[config.mk]
export PLATFORM = sky130hd
export DESIGN_NAME = mux_scan_sequencer
export DESIGN_NICKNAME = d
export VERILOG_FILES = /design/src/rtl/mux_scan_pkg.sv /design/src/rtl/dwell_timer.sv /design/src/rtl/mux_scan_sequencer.sv
export SDC_FILE = /design/constraint.sdc
export NUM_CORES = 1
export LEC_CHECK = 0
export BUFFER_PORTS_ARGS = -buffer_cell sky130_fd_sc_hd__buf_2
export CORE_UTILIZATION = 55
export DETAILED_ROUTE_END_ITERATION = 8
export PLACE_DENSITY = 0.91
export SYNTH_ARGS = -nofsm -noshare
export SYNTH_HDL_FRONTEND = slang
export SYNTH_SLANG_ARGS = --single-unit
[constraint.sdc]
create_clock -name clk -period 2.9 [get_ports clk]
set_input_delay 0.58 -clock clk [delete_from_list [all_inputs] [get_ports clk]]
set_output_delay 0.58 -clock clk [all_outputs]
set_load 0.005 [all_outputs]
[src/rtl/mux_scan_pkg.sv]
// rtl/mux_scan_pkg.sv - shared constants, state type and select-code mapping for the mux scan sequencer
package mux_scan_pkg;

    localparam int NUM_CH = 6;

    localparam logic [4:0] SEL_CH0 = 5'b00000;
    localparam logic [4:0] SEL_CH1 = 5'b00001;
    localparam logic [4:0] SEL_CH2 = 5'b00010;
    localparam logic [4:0] SEL_CH3 = 5'b00100;
    localparam logic [4:0] SEL_CH4 = 5'b01000;
    localparam logic [4:0] SEL_CH5 = 5'b10000;
    localparam logic [4:0] SEL_ERR = 5'b11111;

    typedef enum logic [1:0] {
        IDLE,
        DWELL,
        SAMPLE,
        ERROR
    } state_t;

    // Out-of-range indices fall back to ch0 so no undefined code can reach the mux
    function automatic logic [4:0] ch_select(input logic [2:0] idx);
        case (idx)
            3'd0:    return SEL_CH0;
            3'd1:    return SEL_CH1;
            3'd2:    return SEL_CH2;
            3'd3:    return SEL_CH3;
            3'd4:    return SEL_CH4;
            3'd5:    return SEL_CH5;
            default: return SEL_CH0;
        endcase
    endfunction

endpackage

[src/rtl/dwell_timer.sv]
// rtl/dwell_timer.sv - load/decrement dwell counter with zero flag, load clamped to a minimum dwell of 2
module dwell_timer #(
    parameter int DWELL_W = 16
) (
    input  logic               clk,
    input  logic               rst_n,
    input  logic               load,
    input  logic               dec,
    input  logic               clr,
    input  logic [DWELL_W-1:0] dwell,
    output logic               zero
);

    logic [DWELL_W-1:0] count;
    logic [DWELL_W-1:0] load_val;

    // Counter holds dwell_eff - 1 so that dwell_eff cycles elapse before it reads zero
    always_comb begin
        load_val = (dwell < DWELL_W'(2)) ? DWELL_W'(1) : dwell - DWELL_W'(1);
    end

    // Load wins over clear; decrement saturates at zero instead of wrapping
    always_ff @(posedge clk or negedge rst_n) begin
        if (!rst_n) begin
            count <= '0;
        end else if (load) begin
            count <= load_val;
        end else if (clr) begin
            count <= '0;
        end else if (dec && (count != '0)) begin
            count <= count - DWELL_W'(1);
        end
    end

    assign zero = (count == '0);

endmodule

[src/rtl/mux_scan_sequencer.sv]
// rtl/mux_scan_sequencer.sv - scans mux channels 0..5 with programmable dwell and emits tagged samples
module mux_scan_sequencer
    import mux_scan_pkg::*;
#(
    parameter int DWELL_W = 16
) (
    input  logic               clk,
    input  logic               rst_n,
    input  logic               enable,
    input  logic [DWELL_W-1:0] dwell,
    input  logic               error_in,
    input  logic               error_clr,
    input  logic [7:0]         mux_data,
    output logic [4:0]         select,
    output logic               sample_valid,
    output logic [2:0]         sample_ch,
    output logic [7:0]         sample_data,
    output logic               frame_done,
    output logic               error_active,
    output logic               busy
);

    localparam logic [2:0] LAST_CH = 3'(NUM_CH - 1);

    state_t     state;
    logic [2:0] ch;
    logic       tmr_load;
    logic       tmr_dec;
    logic       tmr_clr;
    logic       tmr_zero;

    // Timer reloads on every channel start (which re-latches dwell) and idles at zero outside a scan
    always_comb begin
        tmr_load = 1'b0;
        if (!error_in) begin
            if (state == IDLE && enable) begin
                tmr_load = 1'b1;
            end else if (state == SAMPLE && ((ch != LAST_CH) || enable)) begin
                tmr_load = 1'b1;
            end
        end
        tmr_dec = (state == DWELL);
        tmr_clr = (state == IDLE) || (state == ERROR);
    end

    dwell_timer #(
        .DWELL_W(DWELL_W)
    ) u_dwell_timer (
        .clk   (clk),
        .rst_n (rst_n),
        .load  (tmr_load),
        .dec   (tmr_dec),
        .clr   (tmr_clr),
        .dwell (dwell),
        .zero  (tmr_zero)
    );

    // Scan FSM with registered outputs; error_in overrides every state, including a pending sample
    always_ff @(posedge clk or negedge rst_n) begin
        if (!rst_n) begin
            state        <= IDLE;
            ch           <= '0;
            select       <= SEL_CH0;
            sample_valid <= 1'b0;
            sample_ch    <= '0;
            sample_data  <= '0;
            frame_done   <= 1'b0;
            error_active <= 1'b0;
            busy         <= 1'b0;
        end else begin
            sample_valid <= 1'b0;
            frame_done   <= 1'b0;
            if (error_in) begin
                state        <= ERROR;
                select       <= SEL_ERR;
                error_active <= 1'b1;
                busy         <= 1'b0;
            end else begin
                case (state)
                    IDLE: begin
                        if (enable) begin
                            state  <= DWELL;
                            ch     <= '0;
                            select <= ch_select(3'd0);
                            busy   <= 1'b1;
                        end
                    end
                    DWELL: begin
                        if (tmr_zero) begin
                            state <= SAMPLE;
                        end
                    end
                    SAMPLE: begin
                        sample_valid <= 1'b1;
                        sample_ch    <= ch;
                        sample_data  <= mux_data;
                        if (ch != LAST_CH) begin
                            ch     <= ch + 3'd1;
                            select <= ch_select(ch + 3'd1);
                            state  <= DWELL;
                        end else begin
                            frame_done <= 1'b1;
                            ch         <= '0;
                            select     <= SEL_CH0;
                            if (enable) begin
                                state <= DWELL;
                            end else begin
                                state <= IDLE;
                                busy  <= 1'b0;
                            end
                        end
                    end
                    ERROR: begin
                        if (error_clr) begin
                            state        <= IDLE;
                            ch           <= '0;
                            select       <= SEL_CH0;
                            error_active <= 1'b0;
                        end
                    end
                    default: state <= IDLE;
                endcase
            end
        end
    end

endmodule

== Yosys cells after proc, flatten, opt, wreduce, memory -nomap -nowiden ==
Cells that the tools add are included.

* Add/sub/neg operators: 3
* $mul: 0
* Divide/modulo/power cells: 0
* $lt $le $gt $ge: 1
* Equal/unequal tests: 16
* Shift operators: 0
* Muxes and demuxes: 37
* Bitwise logic cells: 1
* Reduce and logical (&&, ||, !) cells: 20

{| class="wikitable"
|+ Operator list
! operator !! number
|-
| 16-bit two-way mux || 4
|-
| 16-bit by 1-bit subtractor with 16-bit output (second input constant) || 2
|-
| 5-bit case mux with 5 select lines || 1
|-
| 5-bit two-way mux || 4
|-
| 3-bit inequality test (second input constant) || 6
|-
| 1-bit two-way mux || 17
|-
| 16-bit logical NOT || 1
|-
| 16-bit by 2-bit < comparator with 1-bit output (second input constant) || 1
|-
| 16-bit nonzero test || 1
|-
| 5-bit case mux with 3 select lines || 1
|-
| 3-bit two-way mux || 3
|-
| 3-bit case mux with 3 select lines || 1
|-
| 3-bit nonzero test || 3
|-
| 2-bit two-way mux || 4
|-
| 2-bit case mux with 4 select lines || 1
|-
| 4-bit AND reduction || 2
|-
| 3-bit by 2-bit == test with 1-bit output (second input constant) || 2
|-
| 3-bit == test (second input constant) || 2
|-
| 3-bit AND reduction || 2
|-
| 2-bit == test (second input constant) || 2
|-
| 2-bit inequality test (second input constant) || 2
|-
| 2-bit AND reduction || 2
|-
| 2-bit nonzero test || 2
|-
| 4-bit nonzero test || 1
|-
| other kinds (8) || 11
|}

* Register bits after elaboration: 41
* Latch bits: 0
* Bits in writable memories: 0
* Memory bits (read-only): 0
* Bits of input ports: 29
* Logic and storage cells: 88
* Memories: 0

== Logic depth before layout (Yosys ltp) ==
Gate-level depths: netlist (run 1).

* Word-level depth: 7
* Depth in mapped cells: 8

== Modules after synthesis ==
A second synthesis (run 1) with hierarchy kept.

* Cell total of the unflattened synthesis: 271
* Area, all modules: 2,602.5 µm²

{| class="wikitable"
|+ Modules (own cells, without submodules)
! module !! instances !! cells an instance !! area each (µm²) !! sequential area each (µm²)
|-
| dwell_timer || 1 || 162 || 1,356.3 || 400.4
|-
| mux_scan_sequencer || 1 || 109 || 1,246.2 || 625.6
|}

== Worst setup path after synthesis (run 1) ==
Ideal clock, no wire load.

* Path type: flip-flop to flip-flop
* Start: register u_dwell_timer.count[0]
* End: register state[0]
* Data arrival time: 2,327 ps
* Data required time: 2,782 ps
* Slack: 455 ps
* Stages on the path, launching flop included: 8
* Buffers on the path: 1
* Cell sequence: dfrtp_1 > inv_1 > ha_1 > or3b_2 > o41a_1 > buf_6 > or4b_1 > a21o_1

* Longest elaborated chain between the ends: 3

{| class="wikitable"
|+ RTL lines
! element !! RTL line !! source
|-
| from (decl) || dwell_timer.sv:14 || <nowiki>logic [DWELL_W-1:0] count;</nowiki>
|-
| from (signal assigned) || dwell_timer.sv:27 || <nowiki>count <= load_val;</nowiki>
|-
| from (signal assigned) || dwell_timer.sv:31 || <nowiki>count <= count - DWELL_W'(1);</nowiki>
|-
| 16-bit logical NOT || dwell_timer.sv:35 || <nowiki>assign zero = (count == '0);</nowiki>
|-
| 3-bit inequality test (no line) || n/a ||
|-
| 3-bit AND reduction (no line) || n/a ||
|-
| to (signal assigned) || mux_scan_sequencer.sv:61 || <nowiki>state <= IDLE;</nowiki>
|-
| to (signal assigned) || mux_scan_sequencer.sv:74 || <nowiki>state <= ERROR;</nowiki>
|-
| to (signal assigned) || mux_scan_sequencer.sv:82 || <nowiki>state <= DWELL;</nowiki>
|-
| to (decl) || mux_scan_sequencer.sv:25 || <nowiki>state_t state;</nowiki>
|}

Every way passes these cells.
A chain may end at the register's enable or synchronous reset.

== Worst setup path in the final report (run 1) ==
Same ends and word-level chain as after synthesis.

==> flow_summary.yaml, run 1 <==
worst_setup_path:
  cp_max_fo: 5
  worstSetupPathType: "reg2reg"
  worstPathArrival_ps: 2660
  cp-end-kind: "flop"
  critPathRequiredTime_ps: 3090
  worstSetupStartpointType: "flop"
timing:
  rsz0062_at_grt: "no"
  finalCritPeriodShare: 0.8526
  tns_ps: 0
  skew_ps: 7.737
  hold_viol_final: 0
  max_slew_margin: 0.4046
  fmax_ghz: 0.4045
  setup_violations: 0
  worst_slew_pin_slew_ps: 893.2
  slew_viol_final: 0
  fin_crit_ps: 2472
  worst_slack_ps: 427.5
clock_network:
  root_buffer: "clkbuf_8"
  cts_max_level: 2
  clk_path_buf_depth: 2
  clock_latency_ps: 300
  numCtsBuffers: 5
  ctsResizeCount: 0
  cts.sinks: 41
  postCtsSetupBuffers: 0
  ctsHoldBuffers: 0
  cts_tree: "done"
  cts.clk_slew.worst_paths_ps: 80
grt:
  grt_overflow: 0
  first_global_vias: 2171
  antenna_found_initial: 0
  grt_max_degree: 42
  grt_usage: 0.2539
  grt_pass1_wl_um: 9784
layout:
  design_area_mm2: 0.002932
  nNetsFinal: 374
  diodes: 0
  final_cells: 391
  layout-drive-gt1-share: 0.2242
  synthToLayoutAreaGrowth_pct: 17.50
synth:
  synth_cells: 285
  ys_warn_count: 0
  avgSynthCellArea_um2: 8.754
  ys_seq_area_frac: 0.4112
  synth_seq_cells: 41
  synth_edf_count: 0
  ys_types: 55
  ys_async_sr_fraction: 1.000
  synth_ff_type: "dfrtp_1"
  synthesis.nets: 321
  synthesis.area_mm2: 0.002495
routing:
  vias_per_cell: 5.926
  vias: 2317
  drt-initial-drc-count: 123
  wl_um: 5728
  ant_nets: 0
  wl_per_cell_um: 14.65
  dr.pass1.iters: 5
  drc: 0
placement:
  port_buffers: 48
  dpl_worst_slack_ps: 417.4
  place_area_mm2: 0.002815
  dp_hpwl_um: 4168
  globalplace.congestion: 0.9149
  dpl.cell_count: 383
power:
  cellPowerDensity_mw_per_mm2: 990.9
  leakagePower_nw: 1.381
  ir_worst_vdd_v: 0.0003806
  p_total_mw: 2.905
  intPower_mw: 1.712
  p_seq_frac: 0.327
  clockPowerShare: 0.165
  power_frac_comb: 0.508
  p_sw_frac: 0.4106
  power.switching_mw: 1.193
floorplan:
  die_area_mm2: 0.004809
  initial_utilization: 0.5730
  io_pins: 49
  die_w_um: 69.35
  coreArea_mm2: 0.004354
  die_h_um: 69.35
  row_count: 24
worst_hold_path:
  min_path_type: "in2async"
job:
  drv_cap: 0
run_status:
  status: "finished, final reports clean"
==> layout make-up <==
| cell class | instances | area (um2) |
|---|---|---|
| Sequential cell | 41 | 1026 |
| Clock buffer | 7 | 86.33 |
| Tap cell | 52 | 65.06 |
| Clock inverter | 1 | 30.03 |
| Fill cell | 358 | 1423 |
| Multi-Input combinational cell | 224 | 1386 |
| Timing Repair Buffer | 56 | 300.3 |
| Inverter | 10 | 37.54 |
==> cell usage in the layout, fill, tap and decap left out, drive strengths merged, types with 3 or more instances in the layout <==
master,instances
a31oi,4
dfrtp,41
a211o,3
or3,5
o21ai,13
clkbuf,7
o21a,3
xnor2,8
a41oi,3
and3,3
nor4,8
nand3,4
o221a,5
or4,6
o22ai,5
buf,56
nor3,14
ha,7
nor2,31
nand2b,4
xor2,6
nand2,41
a21oi,10
inv,10
nor2b,7
==> power by group through the flow <==
stage | Clock, mW | Sequential [mW] | Combinational [mW]
floorplan | 0 | 0.931 | 1.03
global placement | 0 | 0.945 | 1.40
detailed placement | 0 | 0.958 | 1.46
CTS | 0.480 | 0.949 | 1.48
global route | 0.508 | 0.974 | 1.66
finish | 0.478 | 0.950 | 1.48
==> through the flow <==
stage                 util  hold WS, ps
finish              0.6733        404.7
global route        0.6733        480.9
CTS                 0.6733        440.6
detailed placement  0.6466        457.3
global placement    0.6466        452.7
floorplan                -        284.4
==> registers in the layout, indices dropped and copies added, names as in the netlist <==
signal,cells
error_active,1
sample_data,8
state,2
ch,3
u_dwell_timer.count,16
sample_valid,1
sample_ch,3
frame_done,1
busy,1
select,5
==> layer usage <==
| layer | vias to the layer above | share of wire | global-route usage |
|---|---|---|---|
| li1 | 1145 | - | - |
| met1 | 1063 | 0.46 | 0.3349 |
| met2 | 94 | 0.46 | 0.4035 |
| met3 | 15 | 0.063 | 0.04942 |
| met4 | 0 | 0.023 | 0.1179 |
| met5 | - | 0 | 0 |
==> final timing paths <==
| kind | from | to | slack (ps) | cells past startpoint |
|---|---|---|---|---|
| max | u_dwell_timer.count[0] | state[0] | 430 | 6 |
| min | rst_n | sample_ch[0] | 400 | 1 |
| max reg2reg | u_dwell_timer.count[0] | state[0] | 430 | 6 |
| min reg2reg | sample_data[7] | sample_data[7] | 470 | 2 |
| max in group asynchronous | rst_n | u_dwell_timer.count[0] | 1940 | 1 |
| min in group clk | sample_data[7] | sample_data[7] | 470 | 2 |
==> synth_stat cells (all sizes together), types with 2 or more instances <==
library cell	count	area, um2
dfrtp	41	1026
nand2	41	153.9
nor2	31	116.4
nor3	14	70.07
o21ai	13	65.06
a21oi	10	50.05
inv	10	37.54
clkbuf	9	33.78
nor4	8	50.05
xnor2	8	70.07
ha	7	87.58
nor2b	7	43.79
or4	6	48.80
xor2	6	52.55
o221a	5	56.30
o22ai	5	31.28
or3	5	31.28
a31oi	4	25.02
nand2b	4	25.02
nand3	4	20.02
a211o	3	26.28
a41oi	3	26.28
and3	3	20.02
o21a	3	22.52
a211oi	2	15.01
a21o	2	15.01
a22o	2	17.52
nand4	2	12.51
o211ai	2	15.01
o221ai	2	17.52
o22a	2	17.52
o41ai	2	25.03
or4b	2	20.02
==> cell families (layout without fill, tap and decap cells) <==
logic type,after synthesis,after routing,share of synthesized area
mux,1,1,0.004513
flops,41,41,0.4112
fa+ha+maj,7,7,0.03510
simple gates,135,135,0.2713
buf+inv,20,74,0.03310
compound gates,67,67,0.1956
xor+xnor,14,14,0.04915
==> critical path: stages, from the launching register on <==
cell     delay, ps
dfrtp_1        410
inv_1           80
ha_1           200
or3b_2         540
o41a_1         450
or4b_1         510
a21o_1         170
(Power assumes the default switching activity.)
==> inputs of run 2 (changes only) <==
--- a/config.mk
+++ b/config.mk
@@ -5,8 +5,9 @@
 export SDC_FILE = /design/constraint.sdc
 export NUM_CORES = 1
 export LEC_CHECK = 0
+export ABC_AREA = 1
 export BUFFER_PORTS_ARGS = -buffer_cell sky130_fd_sc_hd__buf_2
-export CORE_UTILIZATION = 55
+export CORE_UTILIZATION = 56
 export DETAILED_ROUTE_END_ITERATION = 8
 export PLACE_DENSITY = 0.91
 export SYNTH_ARGS = -nofsm -noshare
==> flow_summary.yaml, run 2 <==
job:
  drv_cap: 0
timing:
  rsz0062_at_grt: "no"
  tns_ps: 0
  fmax_ghz: 0.4423
  fin_crit_ps: 2261
  hold_viol_final: 0
  finalCritPeriodShare: 0.7796
  worst_slew_pin_slew_ps: 894.4
  setup_violations: 0
  skew_ps: 4.791
  max_slew_margin: 0.4037
  slew_viol_final: 0
worst_setup_path:
  slowest_delay_ps: 590
  rr_worst_depth: 10
  crit_chain: "inv_1 -> ha_1 -> o21ai_0 -> nand2_2 -> nand2_1 -> nor2_1 -> nand2_1 -> o21ai_0 -> nand2_1 -> nand2_1"
  path_buf_inv: 1
  cpMaxStageDelayCell: "nor2_1"
  cp_top_family: "simple AND/OR/NAND/NOR gates"
  worstPathArrival_ps: 2500
  r2r-end: "u_dwell_timer.count[4]"
  r2r_slack_ps: 640
  worstSetupStartpointType: "flop"
  cp-end-kind: "flop"
  worstSetupPathType: "reg2reg"
  cp_max_fo: 11
  crit_top_cell: "nand2_1"
  critPathRequiredTime_ps: 3140
  r2r-start: "state[0]"
floorplan:
  row_count: 25
  die_area_mm2: 0.005204
  coreArea_mm2: 0.004723
  initial_utilization: 0.5833
  die_w_um: 72.14
  die_h_um: 72.14
  io_pins: 49
clock_network:
  cts.sinks: 41
  cts.clk_slew.worst_paths_ps: 80
  ctsResizeCount: 0
  clk_path_buf_depth: 2
  root_buffer: "clkbuf_8"
  clock_latency_ps: 300
  numCtsBuffers: 5
  postCtsSetupBuffers: 0
  ctsHoldBuffers: 0
  cts_max_level: 2
  cts_tree: "done"
routing:
  wl_um: 6548
  drt-initial-drc-count: 202
  ant_nets: 0
  vias_per_cell: 5.361
  dr.pass1.iters: 5
  drc: 0
  wl_per_cell_um: 12.45
  vias: 2820
placement:
  globalplace.congestion: 0.8812
  dp_hpwl_um: 4846
  port_buffers: 48
synth:
  synth_ff_type: "dfrtp_1"
  avgSynthCellArea_um2: 6.736
  synth_edf_count: 0
  synth_common_cells: "nand2_1, nor2_1, inv_1, dfrtp_1, nand3_1"
  synth_seq_cells: 41
  synth_cells: 409
  synth_top_area_cell: "dfrtp_1"
  ys_seq_area_frac: 0.3724
  ys_warn_count: 0
  yosys.cell_count.top_type: "nand2_1"
  ys_types: 30
  ys_async_sr_fraction: 1.000
  synth_top_area_frac: 0.3724
  synthesis.nets: 445
  synthesis.area_mm2: 0.002755
  synthTopCellsByArea: "dfrtp_1, nand2_1, nand3_1, nor2_1, inv_1"
layout:
  final_cell_mix: "nand2_1, nor2_1, buf_2, inv_1, dfrtp_1"
  diodes: 0
  largestRegisters: "u_dwell_timer.count (16), sample_data (8), select (5)"
  largest-register: "u_dwell_timer.count"
  synthToLayoutAreaGrowth_pct: 14.90
  layout-drive-gt1-share: 0.1547
  final_common_cell: "nand2_1"
  largest_register_ffs: 16
  nNetsFinal: 494
  fillers: 389
power:
  p_total_mw: 3.321
  cellPowerDensity_mw_per_mm2: 1049
  ir_worst_vdd_v: 0.0007349
  leakagePower_nw: 1.771
worst_hold_path:
  min_path_type: "in2async"
grt:
  grt_pass1_wl_um: 11350
  first_global_vias: 2676
  grt_overflow: 0
  antenna_found_initial: 0
  grt_max_degree: 42
  grt_usage: 0.2782
run_status:
  status: "finished, final reports clean"
-- run 2: cell count changes in the layout (fill, tap and decap cells not counted), moves of 6 or more --
cell / delta
buf_4: -7
inv_1: +32
nand2_1: +113
nand3_1: +35
nor2_1: +17
nor2b_1: -7
nor3_1: -10
nor4_1: -8
o21ai_0: +11
xnor2_1: -6
-- run 2: worst max-delay path by stage --
stage | from | endpoint | slack (ps) | cells past startpoint
floorplan | state[0] | u_dwell_timer.count[6] | 1200 | 9
global placement | state[0] | u_dwell_timer.count[12] | 800 | 10
detailed placement | state[0] | u_dwell_timer.count[13] | 740 | 10
CTS | state[0] | u_dwell_timer.count[4] | 710 | 10
global route | state[0] | u_dwell_timer.count[4] | 480 | 10
finish | state[0] | u_dwell_timer.count[4] | 640 | 10
-- run 2: cells by family (layout without fill, tap and decap cells) --
| group | after synthesis | count (layout) | share of synthesized area |
|---|---|---|---|
| and+or+nand+nor | 260 | 260 | 0.3956 |
| xor gates and xnor gates | 13 | 13 | 0.04133 |
| buffers and inverters | 50 | 100 | 0.07856 |
| AOI/OAI and AO/OA | 38 | 38 | 0.08038 |
| DFF | 41 | 41 | 0.3724 |
| adders and majority gates | 7 | 7 | 0.03179 |
-- run 2: per-stage QoR --
stage / worst slack [ps] / cells / hold slack (ps) / cell area (um2) / utilization
floorplan: 1196 / 409 / 284.4 / 2755 / -
global placement: 804.9 / 518 / 449.3 / 3032 / 0.6419
detailed placement: 740.4 / 518 / 459.0 / 3032 / 0.6419
CTS: 709.1 / 526 / 435.1 / 3166 / 0.6702
global route: 477.4 / 526 / 479.6 / 3166 / 0.6702
finish: 639.3 / 526 / 393.7 / 3166 / 0.6702
-- run 2: where the power goes --
group | switching (mW) | total [mW] | internal [mW] | leakage [nW]
clock | 0.209 | 0.551 | 0.342 | 0.0681
sequential | 0.189 | 1.00 | 0.815 | 0.518
combinational | 1.17 | 1.77 | 0.591 | 1.19
-- run 2: final cells by class --
class	count	area, um2	share of cell area
clock buffer	5	68.82	0.02174
clock inverter	3	65.06	0.02055
inverter	43	161.4	0.05099
multi-input combinational	318	1513	0.4779
sequential	41	1026	0.3241
tap	67	83.83	0.02648
timing repair buffer	49	247.7	0.07826
-- run 2: layer usage --
| metal | wire, um | GRT usage | part of all wire |
|---|---|---|---|
| met4 | 124 | 0.1133 | 0.019 |
| met3 | 366 | 0.04722 | 0.056 |
| met5 | 0 | 0 | 0 |
| met1 | 2879 | 0.3390 | 0.44 |
| met2 | 3177 | 0.4881 | 0.49 |
-- run 2: worst reg2reg max path, cell delays in order (launching register included) --
cell and delay, ps:
dfrtp_1 410, inv_1 160, ha_1 330, o21ai_0 140, nand2_2 110, nand2_1 90, nor2_1 590, nand2_1 120
o21ai_0 120, nand2_1 80, nand2_1 60
==> inputs of run 3 (changes only) <==
==> constraint.sdc (replaced) <==
create_clock -name clk -period 2.1 [get_ports clk]
set_input_delay 0.42 -clock clk [delete_from_list [all_inputs] [get_ports clk]]
set_output_delay 0.42 -clock clk [all_outputs]
set_load 0.005 [all_outputs]
==> flow_summary.yaml, run 3 (synthesis gave the netlist of run 2 again) <==
power:
  p_seq_frac: 0.310
  power_frac_comb: 0.547
  power.switching_mw: 2.140
  intPower_mw: 2.356
  ir_worst_vdd_v: 0.001149
  leakagePower_nw: 1.787
  clockPowerShare: 0.143
  cellPowerDensity_mw_per_mm2: 1407
  p_sw_frac: 0.4760
routing:
  vias: 2827
  drc: 0
  drt-initial-drc-count: 198
  dr.pass1.iters: 6
  vias_per_cell: 5.314
  wl_per_cell_um: 12.08
  wl_um: 6425
  ant_nets: 0
clock_network:
  ctsHoldBuffers: 0
  cts.sinks: 41
  cts_max_level: 2
  cts.clk_slew.worst_paths_ps: 80
  clock_latency_ps: 290
  cts_tree: "done"
  numCtsBuffers: 5
  clk_path_buf_depth: 2
  root_buffer: "clkbuf_8"
worst_setup_path:
  critPathRequiredTime_ps: 2340
  r2r_slack_ps: 150
  cp_max_fo: 7
  cp-end-kind: "flop"
  worstPathArrival_ps: 2190
  worstSetupPathType: "reg2reg"
  worstSetupStartpointType: "flop"
timing:
  skew_ps: 3.459
  tns_ps: 0
  hold_viol_final: 0
  fin_crit_ps: 1946
  setup_violations: 0
  finalCritPeriodShare: 0.9266
  rsz0062_at_grt: "no"
  hold_ws_ps: 177.0
  worst_slew_pin_slew_ps: 508.4
  max_slew_margin: 0.6610
  slew_viol_final: 0
  fmax_ghz: 0.5139
floorplan:
  die_h_um: 72.14
  die_w_um: 72.14
  initial_utilization: 0.5833
  io_pins: 49
  coreArea_mm2: 0.004723
  row_count: 25
  die_area_mm2: 0.005204
layout:
  largest-register: "u_dwell_timer.count"
  nNetsFinal: 500
  largestRegisters: "u_dwell_timer.count (16), sample_data (8), select (5)"
  largest_register_ffs: 16
  synthToLayoutAreaGrowth_pct: 15.99
  final_common_cell: "nand2_1"
  layout-drive-gt1-share: 0.1656
  post-route-util: 0.6766
  diodes: 0
  final_cell_mix: "nand2_1, buf_2, nor2_1, inv_1, dfrtp_1"
run_status:
  status: "finished, final reports clean"
grt:
  grt_pass1_wl_um: 10910
  grt_max_degree: 42
  first_global_vias: 2586
  grt_overflow: 0
  antenna_found_initial: 0
  grt_usage: 0.2648
placement:
  dp_hpwl_um: 4812
  port_buffers: 48
  globalplace.congestion: 0.9044
worst_hold_path:
  min_path_type: "in2async"
job:
  drv_cap: 0
run 3: path summary, 6_finish.rpt:
path                                     start                 endpoint  depth (start not counted)
worst max-delay path                  state[0]   u_dwell_timer.count[5]                         11
worst min-delay path                     rst_n  u_dwell_timer.count[10]                          2
worst max register to register        state[0]   u_dwell_timer.count[5]                         11
worst min register to register  sample_data[5]           sample_data[5]                          2
max in group asynchronous                rst_n             sample_ch[2]                          2
min in group clk                   mux_data[1]           sample_data[1]                          3
run 3: metrics by stage:
stage / instances / instance area (um2) / setup slack (ps) / total power, mW
floorplan: 409 / 2755 / 396.4 / 3.178
global placement: 524 / 3077 / 33.68 / 3.701
detailed placement: 524 / 3077 / -62.19 / 3.806
CTS: 532 / 3191 / 89.51 / 4.475
global route: 532 / 3196 / 14.47 / 4.894
finish: 532 / 3196 / 154.1 / 4.496
run 3: critical path: stages, from the launching register on:
cell	delay [ps]
dfrtp_1	410
inv_1	170
ha_1	300
o21ai_0	130
nand2_2	110
nand2_1	110
buf_4	160
inv_1	90
nand2_1	100
o21ai_0	170
nand2_1	90
nand2_1	60
run 3: power by group through the flow:
stage	clock network (mW)	logic (mW)	registers (mW)
finish	0.643	2.46	1.39
global route	0.685	2.78	1.43
CTS	0.654	2.44	1.38
detailed placement	0	2.42	1.39
global placement	0	2.32	1.38
floorplan	0	1.82	1.36
run 3: timing repair:
action                     4_1_cts  5_1_grt
setup endpoints to repair       11       11
resized for setup                1        1
setup buffers                    0        0
run 3: routing by layer:
layer	track usage	up-vias	wire length, um
li1	-	1401	-
met2	0.4341	117	3039
met3	0.05139	19	402
met4	0.1176	0	155
met1	0.3408	1290	2828
met5	0	-	0
run 3: cell type report:
class                           instances  area, um2
Clock inverter                          2      38.79
Timing Repair Buffer                   55      292.8
Multi-Input combinational cell        318       1520
Tap cell                               67      83.83
Fill cell                             380       1528
Inverter                               43      161.4
Sequential cell                        41       1026
Clock buffer                            6      72.57
